--- src/rtl/serial_adder_pkg.sv ---
// Shared types and helpers for the bit-serial adder: FSM state encoding and
// the bit-counter width calculation.
package serial_adder_pkg;

  typedef enum logic [1:0] {
    IDLE = 2'd0,
    ADD  = 2'd1,
    DONE = 2'd2
  } state_e;

  // Counter must hold 0..w-1; a single bit is still needed when w is 1.
  function automatic int cnt_w(input int w);
    return (w > 1) ? $clog2(w) : 1;
  endfunction

endpackage

--- src/rtl/serial_adder_fa_bit.sv ---
// One-bit combinational full adder cell, the only arithmetic in the serial adder.
module fa_bit (
  input  logic a,
  input  logic b,
  input  logic ci,
  output logic s,
  output logic co
);

  assign s  = a ^ b ^ ci;
  assign co = (a & b) | (ci & (a ^ b));

endmodule

--- src/rtl/serial_adder.sv ---
// Bit-serial WIDTH-bit adder: accepts a, b, carry_in on a valid/ready handshake,
// adds one bit per clock LSB first, and returns sum/carry_out on a second handshake.
module serial_adder
  import serial_adder_pkg::*;
#(
  parameter int WIDTH = 8
) (
  input  logic             clk,
  input  logic             rst,
  input  logic             in_valid,
  output logic             in_ready,
  input  logic [WIDTH-1:0] a,
  input  logic [WIDTH-1:0] b,
  input  logic             carry_in,
  output logic             out_valid,
  input  logic             out_ready,
  output logic [WIDTH-1:0] sum,
  output logic             carry_out
);

  localparam int CW = cnt_w(WIDTH);
  localparam logic [CW-1:0] CNT_LAST = CW'(WIDTH - 1);

  state_e           state_q, state_d;
  logic [WIDTH-1:0] a_sr_q, a_sr_d;
  logic [WIDTH-1:0] b_sr_q, b_sr_d;
  logic [WIDTH-1:0] sum_sr_q, sum_sr_d;
  logic             carry_q, carry_d;
  logic [CW-1:0]    cnt_q, cnt_d;
  logic             in_ready_q, in_ready_d;
  logic             out_valid_q, out_valid_d;

  logic             fa_s, fa_co;
  logic [WIDTH-1:0] sum_shift;

  fa_bit u_fa (
    .a  (a_sr_q[0]),
    .b  (b_sr_q[0]),
    .ci (carry_q),
    .s  (fa_s),
    .co (fa_co)
  );

  // New sum bit enters at the MSB so that after WIDTH shifts bit 0 lands at index 0.
  always_comb begin
    sum_shift            = sum_sr_q >> 1;
    sum_shift[WIDTH-1]   = fa_s;
  end

  always_comb begin
    state_d     = state_q;
    a_sr_d      = a_sr_q;
    b_sr_d      = b_sr_q;
    sum_sr_d    = sum_sr_q;
    carry_d     = carry_q;
    cnt_d       = cnt_q;
    in_ready_d  = in_ready_q;
    out_valid_d = out_valid_q;
    unique case (state_q)
      IDLE: begin
        if (in_valid) begin
          a_sr_d     = a;
          b_sr_d     = b;
          carry_d    = carry_in;
          cnt_d      = '0;
          state_d    = ADD;
          in_ready_d = 1'b0;
        end
      end
      ADD: begin
        a_sr_d   = a_sr_q >> 1;
        b_sr_d   = b_sr_q >> 1;
        sum_sr_d = sum_shift;
        carry_d  = fa_co;
        cnt_d    = cnt_q + CW'(1);
        if (cnt_q == CNT_LAST) begin
          state_d     = DONE;
          out_valid_d = 1'b1;
        end
      end
      DONE: begin
        if (out_ready) begin
          state_d     = IDLE;
          out_valid_d = 1'b0;
          in_ready_d  = 1'b1;
        end
      end
      default: begin
        state_d     = IDLE;
        in_ready_d  = 1'b1;
        out_valid_d = 1'b0;
      end
    endcase
  end

  always_ff @(posedge clk or posedge rst) begin
    if (rst) begin
      state_q     <= IDLE;
      a_sr_q      <= '0;
      b_sr_q      <= '0;
      sum_sr_q    <= '0;
      carry_q     <= 1'b0;
      cnt_q       <= '0;
      in_ready_q  <= 1'b1;
      out_valid_q <= 1'b0;
    end else begin
      state_q     <= state_d;
      a_sr_q      <= a_sr_d;
      b_sr_q      <= b_sr_d;
      sum_sr_q    <= sum_sr_d;
      carry_q     <= carry_d;
      cnt_q       <= cnt_d;
      in_ready_q  <= in_ready_d;
      out_valid_q <= out_valid_d;
    end
  end

  assign in_ready  = in_ready_q;
  assign out_valid = out_valid_q;
  assign sum       = sum_sr_q;
  assign carry_out = carry_q;

endmodule

--- config.mk ---
export PLATFORM = sky130hd
export DESIGN_NAME = serial_adder
export DESIGN_NICKNAME = d
export VERILOG_FILES = /design/src/rtl/serial_adder_pkg.sv /design/src/rtl/serial_adder_fa_bit.sv /design/src/rtl/serial_adder.sv
export SDC_FILE = /design/constraint.sdc
export NUM_CORES = 1
export LEC_CHECK = 0
export CAP_MARGIN = 20
export CORE_MARGIN = 2
export CORE_UTILIZATION = 51
export DETAILED_ROUTE_END_ITERATION = 16
export DONT_BUFFER_PORTS = 1
export PLACE_DENSITY = 0.62
export SYNTH_ARGS = -nofsm -noshare
export SYNTH_HDL_FRONTEND = slang
export SYNTH_SLANG_ARGS = --single-unit
--- constraint.sdc ---
create_clock -name clk -period 2.09 [get_ports clk]
set_input_delay 0.418 -clock clk [delete_from_list [all_inputs] [get_ports clk]]
set_output_delay 0.418 -clock clk [all_outputs]
set_load 0.02 [all_outputs]
==> results.py, run 1 <==
metrics = {
    "status": {
        "outcome": "finished, final reports clean",
    },
    "power": {
        "power.share.switching_pct": 36.7,
        "p_switching_uw": 946,
        "pwr-share-comb_pct": 30.8,
        "p_int_mw": 1.63,
        "p_leak_nw": 0.695,
        "p_clk_share_pct": 20.3,
        "pwr-share-seq_pct": 48.9,
        "worst_ir_drop_vdd_v": 0.000965,
        "power.density_mw_per_mm2": 1670,
    },
    "finish": {
        "mostFrequentLayoutCells": "sky130_fd_sc_hd__dfrtp_1, sky130_fd_sc_hd__nand2_1, sky130_fd_sc_hd__nor2_1, sky130_fd_sc_hd__nand3b_1, sky130_fd_sc_hd__o221a_2",
        "syn_to_final_growth_pct": 7.20,
        "drive_gt1_share_pct": 16.8,
        "fin_nets": 160,
        "final_cell_area_mm2": 0.00155,
        "layout_commonest_cell": "sky130_fd_sc_hd__dfrtp_1",
        "diodes": 0,
    },
    "job": {
        "maxCapViolations": 0,
    },
    "grt": {
        "grt_max_degree": 33,
        "grt.total_usage_pct": 18.3,
        "wire_length_of_the_first_global_routing_pass_um": 4540,
        "grt_pass1_vias": 974,
        "antenna_found_initial": 0,
        "overflow_left_after_global_routing": 0,
    },
    "floorplan": {
        "fp.coreArea_mm2": 0.00271,
        "start_util_pct": 53.2,
        "die_width_um": 57.2,
        "floorplan.rows": 19,
        "die_height_um": 57.2,
        "pin_count": 32,
        "die_area_mm2": 0.00327,
    },
    "clock_network": {
        "cts_setup_buffers": 0,
        "clk_pin_slew_worst_paths_ps": 100,
        "cts_made_buffers": 5,
        "cts_root_buf": "sky130_fd_sc_hd__clkbuf_4",
        "clkLatencyLatePin_ps": 330,
        "sink_count": 32,
        "max-clock-path-buffers": 2,
        "postCtsResizedCells": 0,
        "hold_buffers": 0,
        "h-tree-depth": 2,
        "tritoncts": "done",
    },
    "yosys": {
        "postSynthNetCount": 159,
        "post_synth_main_area_contributors": "sky130_fd_sc_hd__dfrtp_1, sky130_fd_sc_hd__o221a_2, sky130_fd_sc_hd__nand2_1",
        "post-synth-top-area-fraction_pct": 53.8,
        "synth_warn": 0,
        "post_synth_num_cell_types": 23,
        "proportion_of_synthesized_chip_area_in_sequential_cells_pct": 55.6,
        "synth_edf_count": 0,
        "netlist_area_before_placement_mm2": 0.00144,
        "synthesis.instances": 135,
        "ys_seq_elements": 32,
        "synth.largest_area_cell": "sky130_fd_sc_hd__dfrtp_1",
        "synth_area_per_cell_um2": 10.7,
        "ys.flop_type": "sky130_fd_sc_hd__dfrtp_1",
        "synth-async-reset-ratio_pct": 100,
    },
    "detailed_routing": {
        "violation_count_after_the_first_detailed_route_iteration": 31,
        "viasPerCell": 6.08,
        "remaining_drc_errors": 0,
        "routed_wire_length_per_instance_um": 15.6,
        "ant_nets": 0,
        "drt_first_pass_iters": 4,
        "wl_um": 2630,
        "vias": 1021,
    },
    "timing": {
        "endpoints_failing_hold": 0,
        "setup-tns-final_ps": 0,
        "finalCritPeriodShare_pct": 77.2,
        "timing_worst_slew_pin_value_ps": 647,
        "final-setup-viol-count": 0,
        "achievable-frequency_ghz": 0.620,
        "period_minus_slack_ps": 1610,
        "max_slew_margin_pct": 56.8,
        "slew_violations": 0,
        "clock-skew-final_ps": 10.9,
        "grt_setup_unrepaired": "false",
    },
    "critical_path": {
        "worst-endpoint-required_ps": 2350,
        "r2r-start": "state_q[0]",
        "path_max_fanout": 16,
        "cp_cell_sequence": "nor2_1 > nor2_2 > o221a_2",
        "critical-path-max-stage-delay_ps": 640,
        "worstSetupEndpointType": "flop",
        "critPathTopFamily": "flip-flops",
        "critical_path.slowest_cell": "sky130_fd_sc_hd__dfrtp_1",
        "critPathLaunchType": "flop",
        "cp_data_arrival_time_ps": 1880,
        "worstSetupStartpoint": "state_q[0]",
        "path_buf_inv": 0,
        "timing_worst_setup_path_type": "reg2reg",
    },
    "worst_hold_path": {
        "path_class_of_the_lowest_slack_min_delay_path": "in2async",
    },
    "place": {
        "dpl-instance-area_mm2": 0.00145,
        "post-dp-hpwl_um": 1790,
        "gpl.final_weighted_congestion": 0.708,
        "placement.io_buffers": 0,
    },
}
[path summary, 6_finish.rpt]
path                             end  slack [ps]  depth (start not counted)
setup / recovery           a_sr_q[2]         480                          3
min in group clk           b_sr_q[7]         220                          1
max in group asynchronous   in_ready        1720                          2
setup reg to reg           a_sr_q[2]         480                          3
hold reg to reg            a_sr_q[5]         500                          1
hold / removal                sum[2]          40                          2
[worst register-to-register path, cell delays in order, from the launching register on]
cell and delay [ps]:
sky130_fd_sc_hd__dfrtp_1 640, sky130_fd_sc_hd__nor2_1 120, sky130_fd_sc_hd__nor2_2 480, sky130_fd_sc_hd__o221a_2 310
[cell families (layout without fill, tap and decap cells)]
family / count (synthesis) / in the layout / share of synthesized area (%)
compound gates: 31 / 31 / 18.5
fa+ha+maj: 3 / 3 / 3.12
buf+inv: 15 / 17 / 5.20
flops: 32 / 32 / 55.6
simple gates: 54 / 54 / 17.6
[through the flow]
step | setup slack (ps) | power [mW] | utilization [%] | instances | hold slack, ps
finish | 477 | 2.58 | 57.1 | 168 | 41.6
global route | 352 | 2.78 | 57.1 | 168 | 56.8
CTS | 495 | 2.61 | 57.1 | 168 | 47.7
floorplan | 803 | 1.92 | - | 135 | 464
detailed placement | 525 | 2.08 | 53.6 | 160 | 419
global placement | 586 | 2.02 | 53.6 | 160 | 415
[registers in the layout, indices dropped and copies added, names as in the netlist]
name,count
in_ready,1
b_sr_q,8
sum,8
a_sr_q,8
carry_out,1
cnt_q,3
state_q,2
out_valid,1
[cell type report]
cell class	count	area, µm²
timing repair buffer	3	22.5
multi-input combinational	88	566
fill	231	1160
clock buffer	7	65.1
clock inverter	1	30.0
inverter	6	22.5
sequential	32	802
tap	31	38.8
[power groups by stage]
| stage | Combinational, mW | Clock, mW | Sequential (mW) |
|---|---|---|---|
| 6_report | 0.793 | 0.523 | 1.26 |
| 2_1_floorplan | 0.734 | 0 | 1.18 |
| 3_5_place_dp | 0.811 | 0 | 1.27 |
| 5_1_grt | 0.916 | 0.564 | 1.30 |
| 3_3_place_gp | 0.764 | 0 | 1.26 |
| 4_1_cts | 0.809 | 0.538 | 1.26 |
[routing by layer]
| metal | up-vias | wire length (µm) | track usage [%] | part of all wire [%] |
|---|---|---|---|---|
| met3 | 8 | 203 | 6.35 | 7.7 |
| met4 | 0 | 65 | 8.97 | 2.5 |
| met5 | - | 0 | 0 | 0 |
| met1 | 499 | 1210 | 24.1 | 46 |
| li1 | 476 | - | - | - |
| met2 | 38 | 1150 | 26.9 | 44 |
[synth_stat cells (2+ instances only)]
| cell | n |
|---|---|
| sky130_fd_sc_hd__a21oi_1 | 3 |
| sky130_fd_sc_hd__a22o_1 | 4 |
| sky130_fd_sc_hd__a32oi_1 | 5 |
| sky130_fd_sc_hd__buf_2 | 6 |
| sky130_fd_sc_hd__dfrtp_1 | 31 |
| sky130_fd_sc_hd__ha_1 | 2 |
| sky130_fd_sc_hd__inv_1 | 6 |
| sky130_fd_sc_hd__nand2_1 | 28 |
| sky130_fd_sc_hd__nand2b_1 | 3 |
| sky130_fd_sc_hd__nand3b_1 | 10 |
| sky130_fd_sc_hd__nor2_1 | 10 |
| sky130_fd_sc_hd__o21a_1 | 5 |
| sky130_fd_sc_hd__o21ai_0 | 3 |
| sky130_fd_sc_hd__o221a_2 | 10 |
No activity file was read; power rests on OpenSTA's default activity.
==> inputs of run 2 (changes only) <==
- PLACE_DENSITY: 0.62 -> 0.65
- clock period: 2.09 -> 1.4 ns (I/O delays scaled with it)
==> run 2 against run 1 <==
Clock power increased by 6.1%. Largest power group unchanged. Core utilization increased by 0.69 points. Count of clock-buffer cells in the layout increased by 1. Largest cell class unchanged.
==> results.py, run 2 (synthesis gave the netlist of run 1 again) <==
metrics = {
    "grt": {
        "grt_pass1_vias": 994,
        "grt_max_degree": 33,
        "grt.total_usage_pct": 19.0,
        "overflow_left_after_global_routing": 0,
        "wire_length_of_the_first_global_routing_pass_um": 4660,
        "antenna_found_initial": 0,
    },
    "clock_network": {
        "clkLatencyLatePin_ps": 330,
        "sink_count": 32,
        "max-clock-path-buffers": 2,
        "cts_root_buf": "sky130_fd_sc_hd__clkbuf_4",
        "tritoncts": "done",
        "clk_pin_slew_worst_paths_ps": 100,
        "h-tree-depth": 2,
        "cts_made_buffers": 5,
    },
    "timing": {
        "setup-tns-final_ps": 0,
        "timing_worst_slew_pin_value_ps": 587,
        "max_slew_margin_pct": 60.8,
        "clock-skew-final_ps": 3.92,
        "endpoints_failing_hold": 0,
        "final-setup-viol-count": 0,
        "finalCritPeriodShare_pct": 95.4,
        "achievable-frequency_ghz": 0.749,
        "worst_slack_ps": 64.1,
        "grt_setup_unrepaired": "true",
        "period_minus_slack_ps": 1340,
        "slew_violations": 0,
    },
    "floorplan": {
        "die_width_um": 57.2,
        "die_height_um": 57.2,
        "pin_count": 32,
        "floorplan.rows": 19,
        "start_util_pct": 53.2,
        "fp.coreArea_mm2": 0.00271,
        "die_area_mm2": 0.00327,
    },
    "finish": {
        "syn_to_final_growth_pct": 8.50,
        "stdcell_count": 175,
        "drive_gt1_share_pct": 18.8,
        "layout_commonest_cell": "sky130_fd_sc_hd__dfrtp_1",
        "mostFrequentLayoutCells": "sky130_fd_sc_hd__dfrtp_1, sky130_fd_sc_hd__nand2_1, sky130_fd_sc_hd__nor2_1, sky130_fd_sc_hd__nand3b_1, sky130_fd_sc_hd__o221a_2",
        "diodes": 0,
        "post-route-util_pct": 57.8,
        "fin_nets": 167,
    },
    "critical_path": {
        "cp_data_arrival_time_ps": 1610,
        "worst-endpoint-required_ps": 1670,
        "critPathLaunchType": "flop",
        "reg2reg_setup_slack_ps": 60,
        "worstSetupEndpointType": "flop",
        "timing_worst_setup_path_type": "reg2reg",
        "timing.rr.end": "a_sr_q[2]",
        "r2r-start": "state_q[1]",
        "path_max_fanout": 15,
        "ff2ff_path_depth": 2,
    },
    "place": {
        "gpl.final_weighted_congestion": 0.700,
        "post-dp-hpwl_um": 1860,
        "pre_cts_setup_slack_ps": 84.8,
        "placement.io_buffers": 0,
        "placed_cells": 166,
    },
    "power": {
        "power.density_mw_per_mm2": 2380,
        "p_int_mw": 2.28,
        "pwr-share-comb_pct": 36.4,
        "pwr-share-seq_pct": 48.7,
        "p_leak_nw": 0.709,
        "p_clk_share_pct": 14.9,
        "p_switching_mw": 1.43,
        "worst_ir_drop_vdd_v": 0.00124,
        "power.share.switching_pct": 38.6,
    },
    "detailed_routing": {
        "violation_count_after_the_first_detailed_route_iteration": 43,
        "viasPerCell": 5.80,
        "remaining_drc_errors": 0,
        "vias": 1015,
        "wl_um": 2780,
        "ant_nets": 0,
        "routed_wire_length_per_instance_um": 15.9,
        "drt_first_pass_iters": 4,
    },
    "worst_hold_path": {
        "hold_start": "a[7]",
        "path_class_of_the_lowest_slack_min_delay_path": "in2reg",
        "worstHoldEndpoint": "a_sr_q[7]",
        "min_path_cells": 1,
    },
    "job": {
        "maxCapViolations": 0,
    },
    "status": {
        "outcome": "finished, final reports clean",
    },
}
run 2: cell count changes in the layout (fill, tap and decap cells not counted):
cell / delta
sky130_fd_sc_hd__buf_4: +6
sky130_fd_sc_hd__bufinv_16: -1
sky130_fd_sc_hd__clkbuf_1: +2
sky130_fd_sc_hd__clkbuf_8: -1
sky130_fd_sc_hd__dlygate4sd3_1: +1
run 2: metal layers:
metal  vias up  global-route usage, %  wire length (µm)
li1        486                      -                 -
met1       493                   24.7              1310
met2        30                   28.2              1260
met3         6                   8.39               166
met4         0                   6.98                51
met5         -                      0                 0
run 2: metrics by stage:
step	total power, mW	hold WS [ps]	cell area, µm²
finish	3.72	76.8	1570
global route	4.00	67.4	1570
CTS	3.77	58.4	1570
detailed placement	3.19	283	1500
global placement	3.11	275	1500
floorplan	2.86	395	1440
run 2: timing repair:
action,CTS,global route
hold buffers,1,0
setup buffers,0,0
endpoints found under the setup margin,0,17
endpoints found under the hold margin,31,0
gates resized for setup,0,0
run 2: how the worst max path moves through the flow:
stage	start	to	cells past startpoint
after floorplan	carry_out	carry_out	2
after global placement	state_q[0]	carry_out	3
after detailed placement	state_q[1]	sum[7]	4
after CTS	state_q[1]	a_sr_q[2]	2
after global routing	state_q[1]	cnt_q[0]	3
final	state_q[1]	a_sr_q[2]	2
run 2: layout make-up:
cell class / count / area (µm²)
clock buffers: 8 / 58.8
fillers: 258 / 1140
inverters: 6 / 22.5
multi-input cells: 88 / 566
flip-flops and latches: 32 / 802
well taps: 31 / 38.8
repair buffers: 10 / 77.6
run 2: power groups by stage:
stage	logic [mW]	registers, mW	clock network (mW)
floorplan	1.10	1.77	0
global placement	1.30	1.81	0
detailed placement	1.36	1.83	0
CTS	1.37	1.81	0.582
global route	1.52	1.87	0.615
finish	1.35	1.81	0.555
run 2: worst max-delay path: stages, from the launching register on:
cell	delay [ps]
sky130_fd_sc_hd__dfrtp_1	460
sky130_fd_sc_hd__nor2_2	510
sky130_fd_sc_hd__o221a_2	310
==> RTL change, RTL diff (settings of run 2) <==
Encoding of `state_e`: now one-hot (3 bits for 3 states).
--- a/src/rtl/serial_adder_pkg.sv
+++ b/src/rtl/serial_adder_pkg.sv
@@ -3,8 +3,8 @@
 package serial_adder_pkg;
 
-  typedef enum logic [1:0] {
-    IDLE = 2'd0,
-    ADD  = 2'd1,
-    DONE = 2'd2
+  typedef enum logic [2:0] {
+    IDLE = 3'b001,
+    ADD  = 3'b010,
+    DONE = 3'b100
   } state_e;
 
Behaviour: same outputs for any inputs over 10 cycles, from zero or initial values and one cycle with rst high; not proved beyond that.
==> RTL change against run 2 <==
  * Sequential cell count up 1
  * Worst setup slack worse by 0.023 ns
  * Design area rose by 9.5%
  * Highest routed layer unchanged
  * Area after synthesis increased by 4.9%
  * Cell count up 6.3%
  * Combinational power fell by 7%
  * Total power down 0.27%
  * Critical endpoint is now cnt_q[2]
  * Routed wire length grew 12%
==> RTL change: results (changes against run 2) <==
\begin{tabular}{lr}
\hline
Metric & Value \\
\hline
\multicolumn{2}{l}{\textbf{Yosys}} \\
\quad Sequential cell area fraction in the yosys report & 54.8\% (-0.84 points) \\
\quad Synthesized net count & 169 (+6.3\%) \\
\quad Synth cell types & 30 (+30\%) \\
\quad Synth Area per Inst & 10.4 µm² (-2.4\%) \\
\quad Top area cells in the synthesized netlist & dfrtp\_1 (51\%), nand2\_1 (6.9\%), o22ai\_2 (5.8\%) \\
\quad Synth cell count leaders & dfrtp\_1 (31), nand2\_1 (28), nor2\_1 (18) \\
\multicolumn{2}{l}{\textbf{Place}} \\
\quad Routability-driven placement congestion ratio & 0.728 (+4.0\%) \\
\quad Placed inst area & 0.00158 mm² (+5.7\%) \\
\quad Setup slack at placement & 0.0297 ns (-0.0551 ns) \\
\quad DP HPWL & 2150 µm (+15\%) \\
\multicolumn{2}{l}{\textbf{Detailed routing}} \\
\quad WL final & 3120 µm (+12\%) \\
\quad DR vias/cell & 5.96 (+2.8\%) \\
\quad Routed met3 length & 141 µm (-15\%) \\
\quad Met1 Routed Length & 1350 µm (+3.1\%) \\
\quad Detailed router's first-iteration violation count & 34 (-21\%) \\
\multicolumn{2}{l}{\textbf{Cells and area}} \\
\quad Data-path buffer share of cell area in the final layout & 7.96\% (+3.0 points) \\
\quad Share of cells above drive strength 1 & 22.6\% (+3.8 points) \\
\quad Net count reported at finish & 178 (+6.6\%) \\
\quad Storage element area & 828 µm² (+3.3\%) \\
\quad Final instance count without filler cells & 186 (+6.3\%) \\
\quad Register fraction of the total cell area & 48.3\% (-2.9 points) \\
\quad Share of cell area taken by multi-input logic gates & 36.9\% (+0.80 points) \\
\quad Clock buf count & 7 (-1) \\
\quad Nonclk inv count & 2 (-4) \\
\quad Total number of multi-input combinational cells & 100 (+14\%) \\
\multicolumn{2}{l}{\textbf{Power}} \\
\quad Leakage power & 0.000763 µW (+7.6\%) \\
\quad Power in combinational cells & 1260 µW (-7\%) \\
\quad Part of the total power dissipated in combinational logic & 34.1\% (-2.3 points) \\
\quad Worst supply voltage drop on vdd & 0.00140 V (+13\%) \\
\multicolumn{2}{l}{\textbf{Outcome}} \\
\quad Result of the run & completed \\
\multicolumn{2}{l}{\textbf{Worst setup path}} \\
\quad Standard cell with the maximum stage delay on the critical path & dfstp\_2 \\
\quad Slowest stage delay, CP & 0.64 ns (+0.13 ns) \\
\quad Worst-path fanout max & 8 (-7) \\
\quad Crit path arrival time & 1.59 ns (-0.02 ns) \\
\multicolumn{2}{l}{\textbf{Global routing}} \\
\quad Routing usage on met3 & 5.49\% (-2.9 points) \\
\quad First-pass GRT wire length & 5200 µm (+12\%) \\
\quad Number of global-route vias before repair & 1148 (+15\%) \\
\quad Met1 usage & 25.7\% (+0.95 points) \\
\quad Largest net degree at the start of global routing & 23 (-30\%) \\
\quad Total Routing Usage GR & 20.5\% (+1.5 points) \\
\multicolumn{2}{l}{\textbf{Timing}} \\
\quad Setup skew after layout & 0.0136 ns (+0.00964 ns) \\
\hline
\end{tabular}
==> RTL change: path summary, 6_finish.rpt <==
path / startpoint / to / slack [ns] / cells past startpoint
max in group asynchronous: rst / b_sr_q[1] / 0.50 / 3
hold / removal: a[7] / a_sr_q[7] / 0.08 / 1
hold reg to reg: a_sr_q[7] / a_sr_q[7] / 0.52 / 1
min in group asynchronous: rst / out_valid / 0.40 / 2
setup / recovery: state_q[0] / cnt_q[2] / 0.04 / 3
setup reg to reg: state_q[0] / cnt_q[2] / 0.04 / 3
==> RTL change: logic make-up (layout without fill, tap and decap cells) <==
kind of cell               after synthesis  count (layout)  synth area share, %
and+or+nand+nor                         71              71                 22.2
AOI/OAI and AO/OA                       26              26                 14.5
adders and majority gates                3               3                 2.98
buffers and inverters                   12              22                 5.62
DFF                                     33              33                 54.8
==> RTL change: timing repair <==
action	CTS	global route
hold buffers	1	0
setup endpoints to repair	0	25
gates resized for setup	0	12
endpoints found under the hold margin	9	0
